$ cat src/rtl/add8_sequencer.sv
// 8-bit ADD/SUB built from two passes through a shared 4-bit carry-lookahead adder.
// The low nibble goes first, then the high nibble with the low carry chained in. Flags and an error are reported on a one-cycle done.
module add8_sequencer #(
    parameter int TIMEOUT = 15
) (
    input  logic       i_clk,
    input  logic       i_reset,
    input  logic       i_start,
    input  logic       i_op_sub,
    input  logic [7:0] i_a,
    input  logic [7:0] i_b,
    output logic       o_busy,
    output logic       o_done,
    output logic       o_err,
    output logic [7:0] o_result,
    output logic       o_flag_c,
    output logic       o_flag_v,
    output logic       o_flag_z,
    output logic       o_add_en,
    output logic [3:0] o_add_a,
    output logic [3:0] o_add_b,
    output logic       o_add_c_in,
    input  logic       i_add_ready,
    input  logic [3:0] i_add_sum,
    input  logic       i_add_c_out,
    output logic [2:0] o_dbg_state
);

    typedef enum logic [2:0] {
        S_IDLE    = 3'd0,
        S_LO_REQ  = 3'd1,
        S_LO_WAIT = 3'd2,
        S_HI_REQ  = 3'd3,
        S_HI_WAIT = 3'd4,
        S_DONE    = 3'd5
    } state_t;

    localparam logic [7:0] TIMEOUT_L = TIMEOUT[7:0];

    state_t     r_state;
    state_t     w_state_next;
    logic [7:0] r_a;
    logic [7:0] r_bx;
    logic [3:0] r_lo;
    logic [7:0] r_wait_cnt;
    logic [7:0] r_result;
    logic       r_err;
    logic       r_flag_c;
    logic       r_flag_v;
    logic       r_flag_z;
    logic [3:0] r_add_a;
    logic [3:0] r_add_b;
    logic       r_add_c_in;
    logic [7:0] w_bx;
    logic       w_timeout;
    logic [7:0] w_sum8;

    assign w_bx      = i_op_sub ? ~i_b : i_b;
    assign w_timeout = (r_wait_cnt + 8'd1) == TIMEOUT_L;
    assign w_sum8    = {i_add_sum, r_lo};

    always_ff @(posedge i_clk) begin
        if (i_reset) r_state <= S_IDLE;
        else         r_state <= w_state_next;
    end

    always_comb begin
        w_state_next = r_state;
        case (r_state)
            S_IDLE:    if (i_start) w_state_next = S_LO_REQ;
            S_LO_REQ:  w_state_next = S_LO_WAIT;
            S_LO_WAIT: begin
                if (i_add_ready)    w_state_next = S_HI_REQ;
                else if (w_timeout) w_state_next = S_DONE;
            end
            S_HI_REQ:  w_state_next = S_HI_WAIT;
            S_HI_WAIT: begin
                if (i_add_ready || w_timeout) w_state_next = S_DONE;
            end
            S_DONE:    w_state_next = S_IDLE;
            default:   w_state_next = S_IDLE;
        endcase
    end

    // Adder operands are registered on entry to each REQ state so they stay stable through the WAIT.
    always_ff @(posedge i_clk) begin
        if (i_reset) begin
            r_a        <= 8'd0;
            r_bx       <= 8'd0;
            r_lo       <= 4'd0;
            r_wait_cnt <= 8'd0;
            r_result   <= 8'd0;
            r_err      <= 1'b0;
            r_flag_c   <= 1'b0;
            r_flag_v   <= 1'b0;
            r_flag_z   <= 1'b0;
            r_add_a    <= 4'd0;
            r_add_b    <= 4'd0;
            r_add_c_in <= 1'b0;
        end else begin
            case (r_state)
                S_IDLE: begin
                    if (i_start) begin
                        r_a        <= i_a;
                        r_bx       <= w_bx;
                        r_add_a    <= i_a[3:0];
                        r_add_b    <= w_bx[3:0];
                        r_add_c_in <= i_op_sub;
                    end
                end
                S_LO_REQ, S_HI_REQ: r_wait_cnt <= 8'd0;
                S_LO_WAIT: begin
                    if (i_add_ready) begin
                        r_lo       <= i_add_sum;
                        r_add_a    <= r_a[7:4];
                        r_add_b    <= r_bx[7:4];
                        r_add_c_in <= i_add_c_out;
                    end else if (w_timeout) begin
                        r_err    <= 1'b1;
                        r_result <= 8'd0;
                        r_flag_c <= 1'b0;
                        r_flag_v <= 1'b0;
                        r_flag_z <= 1'b0;
                    end else begin
                        r_wait_cnt <= r_wait_cnt + 8'd1;
                    end
                end
                S_HI_WAIT: begin
                    if (i_add_ready) begin
                        r_err    <= 1'b0;
                        r_result <= w_sum8;
                        r_flag_c <= i_add_c_out;
                        r_flag_v <= (r_a[7] == r_bx[7]) && (i_add_sum[3] != r_a[7]);
                        r_flag_z <= (w_sum8 == 8'd0);
                    end else if (w_timeout) begin
                        r_err    <= 1'b1;
                        r_result <= 8'd0;
                        r_flag_c <= 1'b0;
                        r_flag_v <= 1'b0;
                        r_flag_z <= 1'b0;
                    end else begin
                        r_wait_cnt <= r_wait_cnt + 8'd1;
                    end
                end
                default: ;
            endcase
        end
    end

    assign o_busy      = (r_state != S_IDLE);
    assign o_done      = (r_state == S_DONE);
    assign o_add_en    = (r_state == S_LO_REQ) || (r_state == S_HI_REQ);
    assign o_err       = r_err;
    assign o_result    = r_result;
    assign o_flag_c    = r_flag_c;
    assign o_flag_v    = r_flag_v;
    assign o_flag_z    = r_flag_z;
    assign o_add_a     = r_add_a;
    assign o_add_b     = r_add_b;
    assign o_add_c_in  = r_add_c_in;
    assign o_dbg_state = r_state;

endmodule

$ cat config.mk
export PLATFORM = sky130hd
export DESIGN_NAME = add8_sequencer
export DESIGN_NICKNAME = d
export VERILOG_FILES = /design/src/rtl/add8_sequencer.sv
export SDC_FILE = /design/constraint.sdc
export NUM_CORES = 1
export LEC_CHECK = 0
export CORE_MARGIN = 2
export CORE_UTILIZATION = 25
export DETAILED_ROUTE_END_ITERATION = 8
export GPL_ROUTABILITY_DRIVEN = 0
export HOLD_SLACK_MARGIN = 0.02
export REMOVE_ABC_BUFFERS = 1
export SYNTH_ARGS = -nofsm -noshare
export SYNTH_HDL_FRONTEND = slang
export SYNTH_SLANG_ARGS = --single-unit
$ cat constraint.sdc
create_clock -name i_clk -period 1.9 [get_ports i_clk]
set_clock_uncertainty 0.1 [all_clocks]
set_input_delay 0.38 -clock i_clk [delete_from_list [all_inputs] [get_ports i_clk]]
set_output_delay 0.38 -clock i_clk [all_outputs]
set_load 0.05 [all_outputs]
==> impl_metrics.env <==
export IMPL_syn_cell_area_mm2=0.00217
export IMPL_grt_max_degree=19
export IMPL_drv_slew=0
export IMPL_endpoint="o_dbg_state[2]$_SDFFE_PP0P_"
export IMPL_drt_pass1_iter_count=4
export IMPL_vias=2138
export IMPL_met1_usage=0.155
export IMPL_syn_avg_cell_area_um2=8.26
export IMPL_hp_class="reg2reg"
export IMPL_grt_util_met3=0.0158
export IMPL_die_y_um=97.2
export IMPL_die_w_um=97.2
export IMPL_r2r_end="o_dbg_state[2]$_SDFFE_PP0P_"
export IMPL_start_kind="flip-flop"
export IMPL_synthCells=263
export IMPL_synth_cell_type_count=44
export IMPL_status="finished clean"
export IMPL_ant_nets=0
export IMPL_drive_gt1_frac=0.259
export IMPL_synth_ff_type="dfxtp_1"
export IMPL_die_area_mm2=0.00945
export IMPL_synth_seq_cells=44
export IMPL_fin_util=0.375
export IMPL_floorplan_initialDensity=0.254
export IMPL_diodes=0
export IMPL_comb_power_share=0.257
export IMPL_power_switching_w=0.000697
export IMPL_wl_per_cell_um=13.1
export IMPL_first_global_vias=2018
export IMPL_synth_edff_count=0
export IMPL_timing_rr_start="r_wait_cnt[0]$_SDFFE_PP0P_"
export IMPL_finalHoldViolCount=0
export IMPL_drt_iter0_drc=89
export IMPL_drc=0
export IMPL_cts_root_buffer="clkbuf_8"
export IMPL_setup_viol=0
export IMPL_maxSlewHeadroom=0.691
export IMPL_period_minus_slack_ns=1.83
export IMPL_instances_no_fill=448
export IMPL_rsz0062_at_grt="true"
export IMPL_io_buffers=52
export IMPL_clk_pin_slew_ns=0.08
export IMPL_arrival_ns=1.96
export IMPL_cts_buffers=5
export IMPL_cp_max_fo=8
export IMPL_antenna_found_initial=0
export IMPL_globalRoute_busiestLayer="met2"
export IMPL_grt_pass1_wl_mm=9.49
export IMPL_htreeDepth=2
export IMPL_path_class="reg2reg"
export IMPL_netSwitchingFraction=0.300
export IMPL_max_freq_mhz=546
export IMPL_drv_cap=0
export IMPL_area_growth_pct=47.6
export IMPL_grt_ovfl_total=0
export IMPL_dp_hpwl_mm=4.23
export IMPL_clk_latency_ns=0.30
export IMPL_layout_commonest_cell="buf_4"
export IMPL_coreArea_mm2=0.00855
export IMPL_r2r_slack_ns=0.07
export IMPL_cts_max_path_buffers=2
export IMPL_crit_required_ns=2.03
export IMPL_async_flop_share=0
export IMPL_peakVddDrop_v=0.000338
export IMPL_startpoint="r_wait_cnt[0]$_SDFFE_PP0P_"
export IMPL_ys_warn_count=0
export IMPL_end_kind="flip-flop"
export IMPL_power_density_mw_per_mm2=723
export IMPL_post_route_period_util=0.965
export IMPL_tightest_slew_ns=0.463
export IMPL_layout_common_cells="buf_4 (50), nor2_1 (40), dfxtp_1 (39)"
export IMPL_fin_nets=367
export IMPL_rows=34
export IMPL_cts_tree="built"
export IMPL_wl_mm=5.88
export IMPL_ff2ff_path_depth=6
export IMPL_grt_usage=0.120
export IMPL_p_leak_nw=1.28
export IMPL_ys_seq_area_frac=0.406
export IMPL_clock_sinks=44
export IMPL_power_frac_seq=0.435
export IMPL_clkPwrFrac=0.308
export IMPL_vias_per_cell=4.77
export IMPL_io_pins=53
export IMPL_fin_hold_ws_ns=0.375
export IMPL_use_met2=0.209
export IMPL_dp_cells=438
export IMPL_p_int_w=0.00162
export IMPL_n_fill_cell=866
-- sequential cells by signal, indices dropped and copies added (netlist names) --
register     flops
o_err            1
o_flag_z         1
r_bx             4
r_a              4
o_result         8
r_wait_cnt       8
o_add_b          4
o_add_c_in       1
o_flag_v         1
o_dbg_state      3
r_lo             4
o_add_a          4
o_flag_c         1
-- Yosys cell counts, drive strengths merged, types with 3 or more instances --
master / instances / area (um2)
mux2i: 14 / 140
o21ai: 18 / 90.1
nor4: 4 / 31.3
a21oi: 14 / 70.1
a22oi: 11 / 82.6
inv: 8 / 30.0
nand2b: 4 / 25.0
and3: 5 / 31.3
or3: 3 / 18.8
dfxtp: 44 / 881
xnor2: 8 / 70.1
buf: 9 / 47.5
nor2: 47 / 184
o22ai: 4 / 25.0
clkbuf: 6 / 22.5
nor3: 3 / 15.0
o211ai: 4 / 30.0
nand3: 8 / 40.0
a211oi: 9 / 67.6
nand2: 19 / 71.3
-- area by class of cell --
class / count / area [um2] / share of cell area
tap: 108 / 135 / 0.0421
sequential: 44 / 887 / 0.277
inverter: 8 / 30.0 / 0.00936
clock inverter: 2 / 35.0 / 0.0109
multi-input combinational: 196 / 1270 / 0.397
clock buffer: 6 / 72.6 / 0.0226
timing repair buffer: 84 / 773 / 0.241
-- how the worst min path moves through the flow --
stage,start,endpoint,slack (ns),cells past startpoint
3_3_place_gp,o_result[4]$_SDFFE_PP0P_,o_result[4]$_SDFFE_PP0P_,0.35,2
4_1_cts,o_result[7]$_SDFFE_PP0P_,o_result[7]$_SDFFE_PP0P_,0.38,2
6_report,o_result[7]$_SDFFE_PP0P_,o_result[7]$_SDFFE_PP0P_,0.37,2
5_1_grt,o_result[7]$_SDFFE_PP0P_,o_result[7]$_SDFFE_PP0P_,0.40,2
3_5_place_dp,o_result[7]$_SDFFE_PP0P_,o_result[7]$_SDFFE_PP0P_,0.37,2
2_1_floorplan,i_reset,o_dbg_state[2]$_SDFFE_PP0P_,0.35,1
-- power groups by stage --
| stage | clock network (W) | logic (W) | registers, W |
|---|---|---|---|
| 6_report | 0.000714 | 0.000597 | 0.00101 |
| 5_1_grt | 0.000767 | 0.000642 | 0.00102 |
| 4_1_cts | 0.000731 | 0.000593 | 0.00101 |
| 3_5_place_dp | 0 | 0.000590 | 0.00103 |
| 3_3_place_gp | 0 | 0.000587 | 0.00103 |
| 2_1_floorplan | 0 | 0.000227 | 0.00112 |
-- cells by family (layout without fill, tap and decap cells) --
kind of cell / count (synthesis) / in the layout / share of synthesized area
AND/OR/NAND/NOR: 99 / 99 / 0.213
AO/OA/AOI/OAI: 71 / 71 / 0.215
adder cells (fa/ha/maj): 2 / 2 / 0.0115
XOR/XNOR: 10 / 10 / 0.0438
buffers and inverters: 23 / 100 / 0.0461
flip-flops: 44 / 44 / 0.406
multiplexers: 14 / 14 / 0.0645
-- repair_timing --
action | 4_1_cts | 5_1_grt
setup buffers | 0 | 2
setup endpoints to repair | 13 | 26
resized for setup | 3 | 23
hold buffers | 0 | 0
pin swaps | 0 | 7
-- metrics by stage --
stage	total power (W)	worst slack [ns]	setup TNS (ns)	cell area, um2
detailed placement	0.00162	-0.402	-7.33	2980
global route	0.00243	-0.0261	-0.113	3210
finish	0.00232	0.0669	0	3210
global placement	0.00162	-0.362	-6.04	2980
floorplan	0.00135	-0.474	-7.79	2100
CTS	0.00233	-0.00575	-0.00575	3090
-- routing by layer --
| metal | routed length, um | part of all wire | vias to the layer above |
|---|---|---|---|
| li1 | - | - | 1095 |
| met1 | 2730 | 0.46 | 990 |
| met2 | 2910 | 0.50 | 43 |
| met3 | 160 | 0.027 | 10 |
| met4 | 77 | 0.013 | 0 |
| met5 | 0 | 0 | - |
-- worst max-delay path, stage by stage, from the launching register on --
cell	delay, ns
dfxtp_1	0.32
ha_2	0.19
and3_4	0.19
nor4_4	0.26
o221ai_4	0.22
or3_1	0.36
a21oi_1	0.13
(Power assumes the default switching activity.)
